[src/rtl/hazard_ctrl_unit.sv]
// Hazard and forwarding controller for the 5-stage pipeline: tracks in-flight
// destinations, stalls on load-use, flushes on taken branches, registers EX forwarding selects.
module hazard_ctrl_unit #(
  parameter int NB_ADDR    = 5,
  parameter int N_STAGES   = 3,
  parameter int BRANCH_IDX = 1,
  parameter int NB_CNT     = 16,
  parameter int NB_SEL     = $clog2(N_STAGES)
) (
  input  logic               i_clock,
  input  logic               i_reset,
  input  logic               i_enable,
  input  logic               i_id_valid,
  input  logic [NB_ADDR-1:0] i_id_rs_addr,
  input  logic [NB_ADDR-1:0] i_id_rt_addr,
  input  logic               i_id_rs_used,
  input  logic               i_id_rt_used,
  input  logic               i_id_wr_enb,
  input  logic [NB_ADDR-1:0] i_id_wr_addr,
  input  logic               i_id_is_load,
  input  logic               i_branch_taken,
  output logic               o_stall,
  output logic               o_bubble,
  output logic               o_flush,
  output logic [NB_SEL-1:0]  o_fwd_rs_sel,
  output logic [NB_SEL-1:0]  o_fwd_rt_sel,
  output logic [NB_CNT-1:0]  o_stall_cnt,
  output logic [NB_CNT-1:0]  o_flush_cnt
);

  typedef struct packed {
    logic               valid;
    logic               wr_enb;
    logic               is_load;
    logic [NB_ADDR-1:0] addr;
  } entry_t;

  localparam entry_t ENTRY_RST = '{valid: 1'b0, wr_enb: 1'b0, is_load: 1'b0, addr: {NB_ADDR{1'b0}}};
  localparam logic [NB_CNT-1:0] CNT_MAX = {NB_CNT{1'b1}};

  entry_t            sb_q [N_STAGES];
  entry_t            sb_d [N_STAGES];
  logic [NB_SEL-1:0] rs_sel_q, rs_sel_d, rt_sel_q, rt_sel_d;
  logic [NB_CNT-1:0] stall_cnt_q, stall_cnt_d, flush_cnt_q, flush_cnt_d;
  logic              rs_hit0_s, rt_hit0_s, load_use_s, flush_s, stall_s;

  // r0 is hardwired zero, so a write to it never produces a forwardable value
  function automatic logic src_match(input entry_t e, input logic [NB_ADDR-1:0] src,
                                     input logic used);
    return e.valid & e.wr_enb & used & (e.addr == src) & (e.addr != {NB_ADDR{1'b0}});
  endfunction

  // Same-cycle hazard detection; a taken branch pre-empts any stall
  always_comb begin
    rs_hit0_s  = src_match(sb_q[0], i_id_rs_addr, i_id_rs_used);
    rt_hit0_s  = src_match(sb_q[0], i_id_rt_addr, i_id_rt_used);
    load_use_s = i_id_valid & sb_q[0].is_load & (rs_hit0_s | rt_hit0_s);
    flush_s    = i_enable & ~i_reset & i_branch_taken;
    stall_s    = i_enable & ~i_reset & load_use_s & ~flush_s;
  end

  assign o_stall  = stall_s;
  assign o_bubble = stall_s;
  assign o_flush  = flush_s;

  // Forwarding selects: scan oldest to youngest so the youngest producer wins
  always_comb begin
    rs_sel_d = {NB_SEL{1'b0}};
    rt_sel_d = {NB_SEL{1'b0}};
    if (i_id_valid && !load_use_s && !flush_s) begin
      for (int i = N_STAGES - 2; i >= 0; i--) begin
        rs_sel_d = src_match(sb_q[i], i_id_rs_addr, i_id_rs_used) ? NB_SEL'(i + 1) : rs_sel_d;
        rt_sel_d = src_match(sb_q[i], i_id_rt_addr, i_id_rt_used) ? NB_SEL'(i + 1) : rt_sel_d;
      end
    end else begin
      rs_sel_d = {NB_SEL{1'b0}};
      rt_sel_d = {NB_SEL{1'b0}};
    end
  end

  // Scoreboard shift; entries younger than the resolving branch are killed
  always_comb begin
    sb_d[0] = '{valid:   i_id_valid & ~load_use_s & ~flush_s,
                wr_enb:  i_id_wr_enb,
                is_load: i_id_is_load,
                addr:    i_id_wr_addr};
    for (int i = 1; i < N_STAGES; i++) begin
      sb_d[i] = sb_q[i-1];
      if (flush_s && ((i - 1) < BRANCH_IDX)) begin
        sb_d[i].valid = 1'b0;
      end else begin
        sb_d[i].valid = sb_q[i-1].valid;
      end
    end
  end

  // Saturating event counters
  always_comb begin
    stall_cnt_d = (stall_s && (stall_cnt_q != CNT_MAX)) ? stall_cnt_q + NB_CNT'(1) : stall_cnt_q;
    flush_cnt_d = (flush_s && (flush_cnt_q != CNT_MAX)) ? flush_cnt_q + NB_CNT'(1) : flush_cnt_q;
  end

  // State registers; reset wins over advance, and a disabled pipeline holds everything
  always_ff @(posedge i_clock) begin
    if (i_reset) begin
      for (int i = 0; i < N_STAGES; i++) begin
        sb_q[i] <= ENTRY_RST;
      end
      rs_sel_q    <= {NB_SEL{1'b0}};
      rt_sel_q    <= {NB_SEL{1'b0}};
      stall_cnt_q <= {NB_CNT{1'b0}};
      flush_cnt_q <= {NB_CNT{1'b0}};
    end else if (i_enable) begin
      for (int i = 0; i < N_STAGES; i++) begin
        sb_q[i] <= sb_d[i];
      end
      rs_sel_q    <= rs_sel_d;
      rt_sel_q    <= rt_sel_d;
      stall_cnt_q <= stall_cnt_d;
      flush_cnt_q <= flush_cnt_d;
    end else begin
      rs_sel_q    <= rs_sel_q;
      rt_sel_q    <= rt_sel_q;
      stall_cnt_q <= stall_cnt_q;
      flush_cnt_q <= flush_cnt_q;
    end
  end

  assign o_fwd_rs_sel = rs_sel_q;
  assign o_fwd_rt_sel = rt_sel_q;
  assign o_stall_cnt  = stall_cnt_q;
  assign o_flush_cnt  = flush_cnt_q;

endmodule

[config.mk]
export PLATFORM = sky130hd
export DESIGN_NAME = hazard_ctrl_unit
export DESIGN_NICKNAME = d
export VERILOG_FILES = /design/src/rtl/hazard_ctrl_unit.sv
export SDC_FILE = /design/constraint.sdc
export NUM_CORES = 1
export LEC_CHECK = 0
export CAP_MARGIN = 5
export CORE_UTILIZATION = 53
export DETAILED_ROUTE_END_ITERATION = 6
export PLACE_DENSITY = 0.81
export REMOVE_ABC_BUFFERS = 1
export SKIP_LAST_GASP = 1
export SYNTH_ARGS = -nofsm -noshare
export SYNTH_HDL_FRONTEND = slang
export SYNTH_SLANG_ARGS = --single-unit
[constraint.sdc]
create_clock -name i_clock -period 5.2 [get_ports i_clock]
set_clock_uncertainty 0.2 [all_clocks]
set_input_delay 0.78 -clock i_clock [delete_from_list [all_inputs] [get_ports i_clock]]
set_output_delay 0.78 -clock i_clock [all_outputs]
set_load 0.005 [all_outputs]
After elaboration in Yosys (flattened, before gate mapping):

Memory sizes are Yosys's and may differ from the RTL's.
Index checks and enable logic that the tools add are counted.

* memory bits (writable): 24
* bits of input ports: 24
* logic and storage cells: 67
* memories: 1
* register bits after elaboration: 36

Memories
* sb_q: words 3, width 8, read ports 2, clocked after memory_dff 0, wr ports 3, RTL line 41 `entry_t sb_q [N_STAGES];`

* bitwise operators: 29
* multiplexer cells: 15
* add/subtract/negate cells: 2
* reduce and logical (&&, ||, !) cells: 10
* equality and inequality tests: 6

Operator list (count)
* $add 16x1->16 const B: 2
* $ne 16x16->1 const B: 2
* $mux 8: 3
* $and 1x1->1: 22
* $eq 5x5->1: 4
* $mux 2: 6
* $reduce_bool 5->1: 2
* $mux 1: 6
* $logic_and 1x1->1: 4
* $or 1x1->1: 4
* $reduce_and 2->1: 2
* $not 1->1: 3
* $logic_not 1->1: 2

Depth between registers and ports, before layout:

Gate-level depths: netlist of run 1.

* depth after elaboration: 10
* mapped depth: 9
* mapped depth without buffers: 8

Worst setup path after synthesis of run 1:

No wires, ideal clock.

* path type: input-to-output
* start: in i_id_rs_addr[0]
* end: out o_stall
* buffers on the path: 1
* stages on the path: 6
* setup slack: 2.420 ns
* arrival: 1.800 ns
* cell sequence: xor2_1 -> nor4_1 -> nand3_1 -> nand2_1 -> and3_1 -> buf_4

* word-level cells in the longest chain between the ends: 7

RTL lines
* start: declaration: RTL line 14 `input logic [NB_ADDR-1:0] i_id_rs_addr,`
* $eq 5x5->1: RTL line 50 `return e.valid & e.wr_enb & used & (e.addr == src) & (e.addr != {NB_ADDR{1'b0}});`
* $and 1x1->1 (2 in series): RTL line 50
* $or 1x1->1: RTL line 57 `load_use_s = i_id_valid & sb_q[0].is_load & (rs_hit0_s | rt_hit0_s);`
* $and 1x1->1: RTL line 57
* $and 1x1->1 (2 in series): RTL line 59 `stall_s = i_enable & ~i_reset & load_use_s & ~flush_s;`
* end: declaration: RTL line 22 `output logic o_stall,`

No other way between the ends.

Worst setup path after layout of run 1:

* start: in i_id_rt_addr[1]
* end: out o_bubble

* word-level cells in the longest chain between the ends: 7

RTL lines
* start: declaration: RTL line 15 `input logic [NB_ADDR-1:0] i_id_rt_addr,`
* $eq 5x5->1: RTL line 50
* $and 1x1->1 (2 in series): RTL line 50
* $or 1x1->1: RTL line 57
* $and 1x1->1: RTL line 57
* $and 1x1->1 (2 in series): RTL line 59
* end: declaration: RTL line 23 `output logic o_bubble,`

No other way between the ends.

==> results of run 1 <==
## state kept, by name (all words and copies together) (netlist names)
register	cells
o_flush_cnt	16
o_stall_cnt	16
sb_q	15
o_fwd_rs_sel	2
o_fwd_rt_sel	2
## stage by stage
| step | instances | hold WS, ps |
|---|---|---|
| floorplan | 268 | 249 |
| global placement | 385 | 236 |
| detailed placement | 385 | 241 |
| CTS | 393 | 262 |
| global route | 393 | 277 |
| finish | 393 | 260 |
## cell usage after synthesis
library cell and instances:
o211a_1 1, nand3_1 18, a311oi_1 2, edfxtp_1 15, nand2_1 18, buf_6 1, nand4_1 8, nor3_1 5
mux2_2 1, dfxtp_1 36, o211ai_4 1, and3b_1 1, and3_1 4, or2_2 1, nor2_1 24, nand2b_1 1
inv_1 7, o21ai_0 10, a41o_1 1, nor2b_1 2, and4bb_4 1, or4_1 9, and2_1 16, a21o_1 3
o31ai_1 8, buf_2 3, xnor2_1 9, a21oi_1 21, xor2_1 24, ha_1 2, or3_1 7, a31o_2 1
clkbuf_1 6, and4_1 4, buf_4 1, a211oi_1 1, mux2i_1 1, nor4_1 4, a2111oi_0 1
## worst paths after layout
path              slack [ps]  depth (start not counted)         endpoint       startpoint
setup / recovery        1410                          7         o_bubble  i_id_rt_addr[1]
hold / removal           260                          1  o_fwd_rs_sel[1]  o_fwd_rs_sel[1]
setup reg to reg        2570                          6   o_stall_cnt[4]       sb_q[0][0]
hold reg to reg          260                          1  o_fwd_rs_sel[1]  o_fwd_rs_sel[1]
## cells by family (layout without fill, tap and decap cells)
group | count (synthesis) | count (layout) | synth area share (%)
adders and majority gates | 2 | 2 | 0.970
and+or+nand+nor | 123 | 123 | 25.9
buffers and inverters | 18 | 78 | 3.20
muxes | 2 | 2 | 0.824
xor gates and xnor gates | 33 | 33 | 11.2
AOI/OAI and AO/OA | 50 | 50 | 12.5
DFF | 51 | 51 | 45.4
## power by group
part           total [mW]  internal (mW)  leakage (nW)  switching, mW
Combinational      0.0606         0.0322         0.672         0.0284
Clock               0.229         0.0950        0.0483          0.134
Sequential          0.430          0.419         0.454         0.0108
## final cells by class
cell class | count | area (um2) | share of cell area [%]
Sequential cell | 51 | 1170 | 35.4
Clock buffer | 5 | 68.8 | 2.08
Inverter | 7 | 26.3 | 0.795
Tap cell | 54 | 67.6 | 2.04
Clock inverter | 3 | 18.8 | 0.568
Timing Repair Buffer | 63 | 628 | 19.0
Multi-Input combinational cell | 210 | 1330 | 40.1
## routing by layer
metal	up-vias	GRT usage, %	wire [um]
li1	1124	-	-
met1	1016	31.2	2530
met2	61	38.6	2590
met3	8	4.92	272
met4	0	5.88	59
met5	-	0	0
==> reports/summary.txt, run 1 <==
postcts setup bufs -> 0
clock-pin transition on the worst setup and hold timing paths -> 90 ps
Post-Syn Area per Cell -> 9.25 um2
initial antenna violation count -> 0
Post-CTS Hold Buffers -> 0
vias post-DR -> 2209
Period minus WS final -> 3790 ps
clock buffer depth -> 2
Final setup viols -> 0
die area -> 5150 um2
Total GRT Usage -> 23.3%
Starting DRT DRC Count -> 194
fmax -> 0.264 GHz
port bufs -> 62
commonest non-fill, non-tap cell in the layout -> clkdlybuf4s50_1
Synth top area share -> 27.9%
startpoint type of the worst setup path -> input pin
DP Area -> 3220 um2
DR DRC count -> 0
vias in the first global route -> 2115
Tot Pwr -> 0.720 mW
CTS tree -> yes
total gr overflow -> 0
IO Pins -> 63
RePlAce Congestion -> 0.871
post-route cell area -> 3310 um2
Final ANT Viol Nets -> 0
global-route wire length before repair -> 9510 um
routed wire length -> 5450 um
Req. time, crit path -> 4220 ps
leakage power -> 1.17 nW
setup ws final -> 1410 ps
max-slew violations -> 0
chip width -> 71.8 um
root buf cell -> clkbuf_8
final hold viol count -> 0
HPWL after detailed placement -> 4040 um
CTS sink cnt -> 51
critical path, cell by cell -> clkdlybuf4s50_1, xor2_1, nor4_1, nand3_1, nand2_1, and3_1, clkdlybuf4s50_1
relative slew slack -> 53.5%
chip height -> 71.8 um
max-cap violations -> 0
cell repeated most along the worst path -> clkdlybuf4s50_1
CP Capture Type -> output pin
Layout area overhead -> 28.2%
row count -> 25
CP max stage delay -> 520 ps
wire per inst -> 13.9 um
Seq/Total Area, Yosys -> 45.4%
Final period util -> 72.9%
RSZ-0062 raised after global routing -> false
pin count of the biggest net entering global routing -> 35
TNS Setup -> 0 ps
CP max stage cell -> clkdlybuf4s50_1
top post-synthesis cells by area -> dfxtp_1 28%, edfxtp_1 17%, xor2_1 8.1%, a21oi_1 4.1%, and2_1 3.9%
Num CTS Buffers -> 5
Hold Path Class -> flop to flop
cell taking the most area after synthesis -> dfxtp_1
final core utilization -> 70.5%
P per Cell Area -> 218 nW/um2
via/cell ratio -> 5.62
share of post-route cells with drive strength above 1 -> 4.13%
CTS resizes -> 0
Synth Register Bits -> 51
cell count after synthesis -> 279
CP Buf/Inv Count -> 2
Initial Utilization -> 55.0%
outcome -> complete, no violations
CP top delay family -> buffers and inverters
most frequent cells in the layout -> 62 x clkdlybuf4s50_1, 36 x dfxtp_1, 24 x xor2_1, 24 x nor2_1, 21 x a21oi_1
htree depth -> 2
Netlist Area Pre-Place -> 2580 um2
fillers -> 379
clk_lat worst skew -> 310 ps
Yosys Warn Count -> 0
Final nets -> 364
First-pass DRT Iterations -> 4
maximum vdd drop -> 0.148 mV
Antenna diodes -> 0
Distinct cells, synth -> 39
worst endpoint data arrival time -> 2810 ps
Crit Path Class -> input pin to output pin
Worst Tran Pin Value -> 693 ps
Core ar. -> 4690 um2
worst-path fanout max -> 8
pre-CTS setup slack -> 1400 ps
Power figures use the tool's default switching activity.
==> inputs of run 2 (changes only) <==
CORE_UTILIZATION = 49   (was 53)
PLACE_DENSITY = 0.75   (was 0.81)
clock period = 3.95 ns   (was 5.2 ns; I/O delays follow)
==> run 2 against run 1 <==
  * Wire length is 2.8% higher
  * Sequential share of layout area is 0.40 points lower
  * Combinational power is 33% higher
  * Final area is 1.1% higher
  * Register-to-register slack worse by 1300 ps
  * Die area is 7.9% higher
  * First-iteration DRC count is 43% lower
  * Non-clock buffer count is 1 higher
  * Power is 34% higher
==> reports/summary.txt, run 2 (synthesized netlist as in run 1, its figures left out) <==
startpoint type of the worst setup path -> input pin
IO Pins -> 63
CTS resizes -> 0
outcome -> complete, no violations
pin count of the biggest net entering global routing -> 37
commonest non-fill, non-tap cell in the layout -> clkdlybuf4s50_1
Tot Pwr -> 0.966 mW
worst-path fanout max -> 8
max-slew violations -> 0
row count -> 26
vias post-DR -> 2185
Layout area overhead -> 29.6%
clock buffer depth -> 2
RSZ-0062 raised after global routing -> false
M3 GR Usage -> 4.61%
root buf cell -> clkbuf_8
Hold Path Class -> flop to flop
via/cell ratio -> 5.33
Crit Path Class -> input pin to output pin
initial antenna violation count -> 0
Num CTS Buffers -> 5
Final ANT Viol Nets -> 0
HPWL after detailed placement -> 4130 um
CTS tree -> yes
Antenna diodes -> 0
RePlAce Congestion -> 0.910
Starting DRT DRC Count -> 110
clock-pin transition on the worst setup and hold timing paths -> 90 ps
Placed Cells -> 402
fmax -> 0.288 GHz
Finished Layout Cells -> 410
Core ar. -> 5070 um2
port bufs -> 62
P per Cell Area -> 289 nW/um2
TNS Setup -> 0 ps
relative slew slack -> 53.3%
die area -> 5560 um2
CP Capture Type -> output pin
Final nets -> 365
Final setup viols -> 0
met1 Use GR -> 29.9%
most frequent cells in the layout -> 62 x clkdlybuf4s50_1, 36 x dfxtp_1, 24 x xor2_1, 24 x nor2_1, 21 x a21oi_1
Initial Utilization -> 50.8%
vias in the first global route -> 1964
routed wire length -> 5600 um
max-cap violations -> 0
busiest grt layer -> met2
Worst Tran Pin Value -> 696 ps
wire per inst -> 13.7 um
worst endpoint data arrival time -> 2680 ps
Period minus WS final -> 3480 ps
Req. time, crit path -> 3160 ps
Final period util -> 88.0%
Post-CTS Hold Buffers -> 0
leakage power -> 1.18 nW
DR DRC count -> 0
chip height -> 74.6 um
First-pass DRT Iterations -> 4
Total GRT Usage -> 21.7%
global routing usage on met2 -> 34.5%
total gr overflow -> 0
postcts setup bufs -> 0
CTS sink cnt -> 51
Min Hold Slack -> 260 ps
share of post-route cells with drive strength above 1 -> 4.41%
clk_lat worst skew -> 310 ps
htree depth -> 2
maximum vdd drop -> 0.192 mV
chip width -> 74.6 um
global-route wire length before repair -> 9110 um
final hold viol count -> 0
==> run 2: cell types whose count changed in the layout (fill, tap and decap cells not counted) <==
cell,change
clkinv_2,-2
inv_4,+1
clkinv_4,+1
inv_6,-1
clkbuf_8,+1
buf_4,+1
==> run 2: through the flow <==
stage / cell area (um2) / util (%) / setup WS (ps)
3_5_place_dp: 3250 / 64.0 / 475
5_1_grt: 3340 / 65.9 / 260
4_1_cts: 3340 / 65.9 / 471
2_1_floorplan: 2520 / - / 1470
3_3_place_gp: 3250 / 64.0 / 582
6_report: 3340 / 65.9 / 475
==> run 2: cell type report <==
type                    instances  area (um2)
multi-input cells             210        1330
fillers                       434        1730
inverters                       7        26.3
clock inverters                 2        15.0
clock buffers                   6        82.6
well taps                      70        87.6
repair buffers                 64         636
flip-flops and latches         51        1170
==> run 2: worst max-delay path: stages <==
cell,delay (ps)
clkdlybuf4s50_1,460
xor2_1,160
nor4_1,310
nand3_1,280
nand2_1,160
and3_1,200
clkdlybuf4s50_1,520
==> run 2: layer usage <==
metal  wire (um)  vias to the layer above
li1            -                     1120
met2        2670                       60
met5           0                        -
met1        2670                     1003
met4          22                        0
met3         243                        2
==> run 2: final timing paths <==
kind / start / endpoint / slack [ps] / cells after the start
min: o_fwd_rt_sel[0] / o_fwd_rt_sel[0] / 260 / 2
max: i_id_rt_addr[1] / o_stall / 470 / 7
max reg2reg: sb_q[0][0] / o_stall_cnt[11] / 1260 / 6
min reg2reg: o_fwd_rt_sel[0] / o_fwd_rt_sel[0] / 260 / 2
==> run 2: power by group <==
part | total, mW | internal [mW] | switching (mW)
sequential | 0.567 | 0.551 | 0.0150
combinational | 0.0805 | 0.0431 | 0.0374
clock | 0.319 | 0.144 | 0.176
==> inputs of run 3 (changes only) <==
MAX_ROUTING_LAYER = met4   (was not set)
==> run 3 against run 2 <==
  * Clock power about the same
  * Largest power group unchanged
  * Setup slack hardly changed
  * Critical path type unchanged
  * Global-route usage increased by 0.72 points
==> reports/summary.txt, run 3 (synthesized netlist as in run 1, its figures left out) <==
outcome -> complete, no violations
multi-input combinational cell area -> 1330 um2
reg2reg start -> sb_q[0][0]
cell repeated most along the worst path -> clkdlybuf4s50_1
htree depth -> 2
die area -> 5560 um2
Switching Power -> 0.229 mW
Clock power frac -> 33.1%
max-cap violations -> 0
Final ANT Viol Nets -> 0
pre-CTS setup slack -> 475 ps
CTS sink cnt -> 51
port bufs -> 62
Num CTS Buffers -> 5
Hold Crit Depth -> 2
storage element area -> 1170 um2
worst endpoint data arrival time -> 2680 ps
CP max stage delay -> 520 ps
Starting DRT DRC Count -> 114
fmax -> 0.288 GHz
Worst Tran Pin Value -> 696 ps
clock-pin transition on the worst setup and hold timing paths -> 90 ps
final hold viol count -> 0
maximum vdd drop -> 0.191 mV
IO Pins -> 63
clock buffer depth -> 2
Hold Path Class -> flop to flop
Worst R2R Setup Slack -> 1260 ps
HPWL after detailed placement -> 4130 um
CP Capture Type -> output pin
leakage power -> 1.18 nW
fillers -> 434
setup ws final -> 474 ps
routed wire length -> 5590 um
R2R Path End -> o_stall_cnt[11]
worst-path fanout max -> 8
Req. time, crit path -> 3160 ps
critical path, cell by cell -> clkdlybuf4s50_1, xor2_1, nor4_1, nand3_1, nand2_1, and3_1, clkdlybuf4s50_1
chip width -> 74.6 um
chip height -> 74.6 um
Logic pwr share -> 8.3%
CP Buf/Inv Count -> 2
hold path start -> o_fwd_rt_sel[0]
TNS Setup -> 0 ps
First-pass DRT Iterations -> 4
row count -> 26
clk_lat worst skew -> 310 ps
P per Cell Area -> 289 nW/um2
Final period util -> 88.0%
Post-CTS Hold Buffers -> 0
Layout area overhead -> 29.6%
sequential share of power -> 58.6%
CP top delay family -> buffers and inverters
postcts setup bufs -> 0
initial antenna violation count -> 0
most frequent cells in the layout -> 62 x clkdlybuf4s50_1, 36 x dfxtp_1, 24 x xor2_1, 24 x nor2_1, 21 x a21oi_1
Core ar. -> 5070 um2
DR DRC count -> 0
global-route wire length before repair -> 9110 um
RSZ-0062 raised after global routing -> false
Crit Path Class -> input pin to output pin
CTS tree -> yes
startpoint type of the worst setup path -> input pin
root buf cell -> clkbuf_8
max-slew violations -> 0
Finished Layout Cells -> 410
share of post-route cells with drive strength above 1 -> 4.41%
relative slew slack -> 53.3%
CTS resizes -> 0
internal power -> 0.738 mW
CP max stage cell -> clkdlybuf4s50_1
wire per inst -> 13.6 um
RePlAce Congestion -> 0.925
Final nets -> 365
FF-to-FF path depth -> 6
total gr overflow -> 0
Min Hold Slack -> 260 ps
Antenna diodes -> 0
vias in the first global route -> 1964
Final setup viols -> 0
Initial Utilization -> 50.8%
pin count of the biggest net entering global routing -> 37
Period minus WS final -> 3480 ps
Worst Hold End -> o_fwd_rt_sel[0]
via/cell ratio -> 5.33
Placed Cells -> 402
commonest non-fill, non-tap cell in the layout -> clkdlybuf4s50_1
Net Sw Frac -> 23.7%
vias post-DR -> 2185
Total GRT Usage -> 22.4%
[run 3: cell counts in the layout (fill, tap and decap cells not counted)]
No cell type changed its count.
[run 3: layer usage]
metal | track usage [%] | wire, um
met1 | 29.7 | 2620
met2 | 34.8 | 2660
met3 | 4.61 | 280
met4 | 5.66 | 22
met5 | - | 0
[run 3: through the flow]
stage | total power [mW] | cell area, um2 | util (%)
after global placement | 0.656 | 3250 | 64.0
final | 0.967 | 3340 | 65.9
after CTS | 0.980 | 3340 | 65.9
after global routing | 1.01 | 3340 | 65.9
after detailed placement | 0.659 | 3250 | 64.0
after floorplan | 0.611 | 2520 | -
[run 3: worst max-delay path by stage]
| stage | cells past startpoint | slack [ps] | to | start |
|---|---|---|---|---|
| 5_1_grt | 7 | 260 | o_stall | i_id_rs_addr[0] |
| 4_1_cts | 7 | 470 | o_stall | i_id_rt_addr[1] |
| 3_5_place_dp | 7 | 480 | o_stall | i_id_rt_addr[1] |
| 2_1_floorplan | 5 | 1470 | o_stall_cnt[11] | i_branch_taken |
| 6_report | 7 | 470 | o_stall | i_id_rt_addr[1] |
| 3_3_place_gp | 7 | 580 | o_stall | i_id_rs_addr[0] |
[run 3: area by class of cell]
| type | count | share of cell area, % |
|---|---|---|
| Clock buffer | 6 | 2.47 |
| Inverter | 7 | 0.786 |
| Tap cell | 70 | 2.62 |
| Clock inverter | 2 | 0.449 |
| Timing Repair Buffer | 64 | 19.0 |
| Sequential cell | 51 | 35.0 |
| Multi-Input combinational cell | 210 | 39.7 |
[run 3: power groups by stage]
stage	clock [mW]	combinational, mW	sequential (mW)
floorplan	0	0.0370	0.574
global placement	0	0.0784	0.578
detailed placement	0	0.0806	0.578
CTS	0.332	0.0808	0.566
global route	0.356	0.0885	0.569
finish	0.320	0.0807	0.566
[run 3: tightest hold or removal path: stages (launching register included)]
cell and delay [ps]:
dfxtp_1 340, nand2_1 50, o31ai_1 50
